### src/rtl/music_pkg.sv
// Shared types and constants for the song player: FSM states, note-word
// field values and the 50 MHz half-period table.
package music_pkg;

  typedef enum logic [1:0] {
    IDLE,
    FETCH,
    LOAD,
    PLAY
  } state_t;

  localparam int unsigned HALF_W     = 17;
  localparam logic [3:0]  DUR_END    = 4'd0;
  localparam logic [3:0]  PITCH_REST = 4'd0;
  localparam logic [3:0]  PITCH_HIGH_REST = 4'd15;

  // Half-period in 50 MHz cycles; the upper octave is the lower one halved.
  function automatic logic [HALF_W-1:0] half_period(input logic [3:0] pitch);
    case (pitch)
      4'd1:    half_period = 17'd95556;
      4'd2:    half_period = 17'd85131;
      4'd3:    half_period = 17'd75843;
      4'd4:    half_period = 17'd71586;
      4'd5:    half_period = 17'd63776;
      4'd6:    half_period = 17'd56818;
      4'd7:    half_period = 17'd50619;
      4'd8:    half_period = 17'd47778;
      4'd9:    half_period = 17'd42565;
      4'd10:   half_period = 17'd37921;
      4'd11:   half_period = 17'd35793;
      4'd12:   half_period = 17'd31888;
      4'd13:   half_period = 17'd28409;
      4'd14:   half_period = 17'd25309;
      default: half_period = '0;
    endcase
  endfunction

  function automatic logic is_rest(input logic [3:0] pitch);
    is_rest = (pitch == PITCH_REST) || (pitch == PITCH_HIGH_REST);
  endfunction

endpackage

### src/rtl/tone_gen.sv
// Square-wave generator: toggles the speaker every `half` cycles while running,
// restarts from a low level on load, and stays low for rest notes.
module tone_gen
  import music_pkg::*;
(
  input  logic              clk,
  input  logic              reset,
  input  logic              load,
  input  logic              run,
  input  logic [HALF_W-1:0] half,
  input  logic              mute,
  output logic              speaker
);

  logic [HALF_W-1:0] half_q;
  logic [HALF_W-1:0] count;
  logic              mute_q;
  logic              wrap;

  assign wrap = ({1'b0, count} + {{HALF_W{1'b0}}, 1'b1}) >= {1'b0, half_q};

  always_ff @(posedge clk) begin
    if (reset) begin
      half_q  <= '0;
      count   <= '0;
      mute_q  <= 1'b0;
      speaker <= 1'b0;
    end else if (load) begin
      half_q  <= half;
      mute_q  <= mute;
      count   <= '0;
      speaker <= 1'b0;
    end else if (run) begin
      if (wrap) begin
        count   <= '0;
        speaker <= ~speaker & ~mute_q;
      end else begin
        count <= count + {{(HALF_W-1){1'b0}}, 1'b1};
      end
    end
  end

endmodule

### src/rtl/note_player.sv
// Walks the song ROM one note word at a time, holding each pitch for its
// beat count and driving the speaker through tone_gen.
module note_player
  import music_pkg::*;
#(
  parameter int unsigned TICK_DIV   = 12_500_000,
  parameter int unsigned TONE_SHIFT = 0
) (
  input  logic       clk,
  input  logic       reset,
  input  logic       en,
  input  logic       sel,
  input  logic [7:0] note_data,
  output logic [7:0] addr,
  output logic       speaker,
  output logic       busy,
  output logic       song_done
);

  localparam int unsigned TW = $clog2(TICK_DIV);

  state_t            state;
  state_t            next;
  logic              sel_q;
  logic [6:0]        idx;
  logic [TW-1:0]     tick;
  logic [3:0]        beats;
  logic              tick_wrap;
  logic              done_next;
  logic              load_tone;
  logic [3:0]        dur;
  logic [3:0]        pitch;
  logic [HALF_W-1:0] half;

  assign dur       = note_data[7:4];
  assign pitch     = note_data[3:0];
  assign half      = half_period(pitch) >> TONE_SHIFT;
  assign tick_wrap = (tick == TW'(TICK_DIV - 1));
  assign addr      = {sel_q, idx};
  assign busy      = (state != IDLE);

  always_comb begin
    next      = state;
    done_next = 1'b0;
    case (state)
      IDLE:  if (en) next = FETCH;
      FETCH: next = LOAD;
      LOAD: begin
        if (dur == DUR_END) begin
          next      = IDLE;
          done_next = en;
        end else begin
          next = PLAY;
        end
      end
      PLAY:  if (tick_wrap && beats == 4'd1) next = FETCH;
      default: next = IDLE;
    endcase
    // Dropping en is a stop, and it outranks the end-marker pulse.
    if (state != IDLE && !en) next = IDLE;
    load_tone = (state == LOAD) || (next == IDLE);
  end

  always_ff @(posedge clk) begin
    if (reset) begin
      state     <= IDLE;
      sel_q     <= 1'b0;
      idx       <= '0;
      tick      <= '0;
      beats     <= '0;
      song_done <= 1'b0;
    end else begin
      state     <= next;
      song_done <= done_next;
      if (state == IDLE) sel_q <= sel;
      if (next == IDLE) idx <= '0;
      else if (state == PLAY && next == FETCH) idx <= idx + 7'd1;
      if (state == LOAD) begin
        beats <= dur;
        tick  <= '0;
      end else if (state == PLAY) begin
        if (tick_wrap) begin
          tick  <= '0;
          beats <= beats - 4'd1;
        end else begin
          tick <= tick + TW'(1);
        end
      end
    end
  end

  tone_gen u_tone (
    .clk     (clk),
    .reset   (reset),
    .load    (load_tone),
    .run     (state == PLAY),
    .half    (half),
    .mute    (is_rest(pitch)),
    .speaker (speaker)
  );

endmodule

### config.mk
export PLATFORM = sky130hd
export DESIGN_NAME = note_player
export DESIGN_NICKNAME = d
export VERILOG_FILES = /design/src/rtl/music_pkg.sv /design/src/rtl/tone_gen.sv /design/src/rtl/note_player.sv
export SDC_FILE = /design/constraint.sdc
export NUM_CORES = 1
export LEC_CHECK = 0
export CAP_MARGIN = 15
export CORE_MARGIN = 4
export CORE_UTILIZATION = 65
export CTS_BUF_LIST = sky130_fd_sc_hd__clkbuf_8
export DETAILED_ROUTE_END_ITERATION = 7
export PLACE_DENSITY_LB_ADDON = 0.3
export SYNTH_ARGS = -nofsm -noshare
export SYNTH_HDL_FRONTEND = slang
export SYNTH_HIERARCHICAL = 1
export SYNTH_SLANG_ARGS = --single-unit
### constraint.sdc
create_clock -name clk -period 9.05 [get_ports clk]
set_input_delay 0.905 -clock clk [delete_from_list [all_inputs] [get_ports clk]]
set_output_delay 0.905 -clock clk [all_outputs]
set_load 0.03 [all_outputs]
==> results by group <==
Status
  • Status: completed

Placement
  • # port buffers: 22
  • Placer's final routability congestion estimate: 0.909
  • Dpl hpwl: 7530 microns
  • Post-Place Cells: 686

Flow run
  • Max_cap viols: 0

Floorplanning
  • Ports: 23
  • Core ar.: 0.00725 sq mm
  • Die span in y: 94.2 microns
  • Die W: 94.2 microns
  • Die ar.: 0.00887 sq mm
  • Core Rows: 31
  • Initial core utilization: 66.5%

STA
  • Tightest Pin Transition: 1.05 ns
  • Fmax: 0.259 GHz
  • Slew Limit Fails: 0
  • Worst slew margin: 30.1%
  • TNS Setup: 0 ns
  • Clock skew: 0.0106 ns
  • Crit share post-route: 42.6%
  • Fin. Hold Viols: 0
  • Post-route minimum period: 3.86 ns
  • RSZ-0062 raised after global routing: false
  • Setup violators final: 0

Routing
  • Remaining antenna violation count after routing: 0
  • Vias: 4,419
  • Drt via density: 6.29
  • DRT Pass-1 Iters: 7
  • Total wire length: 10,800 microns
  • DRC: 0
  • Wire length per cell: 15.4 microns
  • Initial drt markers: 238

Finish
  • Fillers: 589
  • Reg area: 0.00150 sq mm
  • Fin cells: 702
  • Multi-input logic area: 0.00302 sq mm
  • Layout area overhead: 8.01%
  • Fin nets: 639
  • N_diodes: 0
  • Share of cells above drive strength 1: 6.63%

Setup path
  • Kind of critical path: reg -> reg
  • Required @ worst endpoint: 9.30 ns
  • Arrival time at the worst endpoint: 4.11 ns
  • CP Launch Type: flip-flop
  • CP Max Fanout: 12
  • Crit end category: flip-flop

Yosys
  • Area leader, netlist: dfxtp_1
  • Seq/Total Area, Yosys: 31.1%
  • Cells after synthesis: 602
  • Share of the synthesized area in the top cell type: 31.1%
  • EDFF count, synth: 0
  • Primary FF master, synth: dfxtp_1
  • Netlist cell types: 66
  • Area contributors post-synth: dfxtp_1 31%, ha_1 7.5%, mux2i_1 5.0%
  • Cell with the most instances after synthesis: dfxtp_1
  • Syn nets: 643
  • Synth Register Bits: 75
  • Async SR Flop Fraction: 0%
  • YS warnings: 6
  • Commonest cells post-synth: 75 x dfxtp_1, 58 x nand2_1, 47 x nor2_1, 40 x nand3_1, 33 x inv_1
  • Area of the mapped netlist: 0.00483 sq mm
  • Post-Syn Area per Cell: 8.02 sq um

CTS
  • Clock root cell: clkbuf_8
  • Htree depth: 3
  • Clk_lat worst skew: 0.36 ns
  • Post-CTS Setup Repair Bufs: 0
  • CTS tree: yes
  • Post-CTS Resized: 0
  • Sink Count: 75
  • CTS Buffer Depth: 2
  • CTS Hold Bufs: 0
  • Reg clk slew, reported paths: 0.07 ns
  • Cts bufs inserted: 9

Global route
  • Global-route wire length before repair: 18,500 microns
  • GRT overflow: 0
  • Antenna violations before repair: 0
  • Vias in the first global route: 4,181
  • Largest net degree at the start of global routing: 53
  • Total Routing Usage GR: 25.5%

Power
  • Flop pwr share: 50.7%
  • VDD IR max: 123 uV
  • NetSw: 0.175 mW
  • Comb pwr share: 11.7%
  • PD cells: 129 mW/mm^2
  • Sw Share: 26.0%
  • Leak: 1.93 nW
  • Clk pwr share: 37.6%
  • Pint: 0.499 mW

Min path
  • Min-Delay Path Class: reg -> reg
==> critical path, stage by stage (launching register included) <==
cell and delay, ns:
dfxtp_1 0.42, ha_1 0.30, nand3_1 0.20, nor4_1 0.52
nand2_1 0.19, xnor2_1 0.24, ha_1 0.30, nand4_1 0.15
o21bai_1 0.09, a211oi_1 0.45, and3_4 0.37, nand2_1 0.21
o311ai_1 0.29
==> layout make-up <==
type	instances	share of cell area, %
timing repair buffer	26	4.70
inverter	33	2.38
multi-input combinational	453	58.0
tap	99	2.38
sequential	75	28.8
clock buffer	10	2.64
clock inverter	6	1.08
==> sequential cells by signal, summed over array words and instances, names as in the netlist <==
signal          cells
song_done           1
tick               24
sel_q               1
state               2
u_tone/half_q      17
u_tone/count       17
u_tone/speaker      1
idx                 7
beats               4
u_tone/mute_q       1
==> per-layer routing <==
layer	routed length, microns	GRT usage, %	up-vias	share of wire [%]
met5	0	0	-	0
met1	4610	30.9	2037	43
met2	5300	44.0	154	49
met3	565	5.29	39	5.2
met4	314	9.63	0	2.9
li1	-	-	2189	-
==> path summary, 6_finish.rpt <==
path | start | to | slack [ns] | cells past startpoint
max | u_tone/count[0] | u_tone/count[2] | 5.19 | 12
min | sel_q | sel_q | 0.47 | 2
max reg2reg | u_tone/count[0] | u_tone/count[2] | 5.19 | 12
min reg2reg | sel_q | sel_q | 0.47 | 2
==> logic make-up after synthesis <==
| group | Yosys count | synth area share [%] |
|---|---|---|
| buffers and inverters | 74 | 6.48 |
| and+or+nand+nor | 256 | 28.6 |
| adders and majority gates | 29 | 7.52 |
| muxes | 24 | 4.98 |
| xor gates and xnor gates | 27 | 4.90 |
| AOI/OAI and AO/OA | 117 | 16.4 |
| DFF | 75 | 31.1 |
==> power by group through the flow <==
stage	combinational [mW]	clock [mW]	sequential, mW
floorplan	0.0585	0	0.347
global placement	0.0750	0	0.349
detailed placement	0.0777	0	0.349
CTS	0.0785	0.260	0.342
global route	0.0879	0.273	0.343
finish	0.0787	0.254	0.342
==> metrics by stage <==
stage | hold slack, ns | utilization (%) | setup WS, ns | cell area [sq um] | power, mW
after floorplan | 0.437 | - | 6.09 | 4830 | 0.406
after global placement | 0.446 | 69.2 | 5.08 | 5020 | 0.424
after detailed placement | 0.463 | 69.2 | 4.99 | 5020 | 0.427
after CTS | 0.473 | 71.9 | 5.24 | 5210 | 0.681
after global routing | 0.484 | 71.9 | 4.86 | 5210 | 0.703
final | 0.466 | 71.9 | 5.19 | 5210 | 0.674
==> cell usage in the layout, fill, tap and decap left out, types with 16 or more instances in the layout <==
master	n
inv_1	35
nand3_1	40
o21ai_0	29
ha_1	29
nand2_1	58
nand4_1	26
mux2i_1	24
nor2_1	47
clkdlybuf4s50_1	21
dfxtp_1	75
a21oi_1	16
Note: power is estimated with default switching activity, not from simulation.
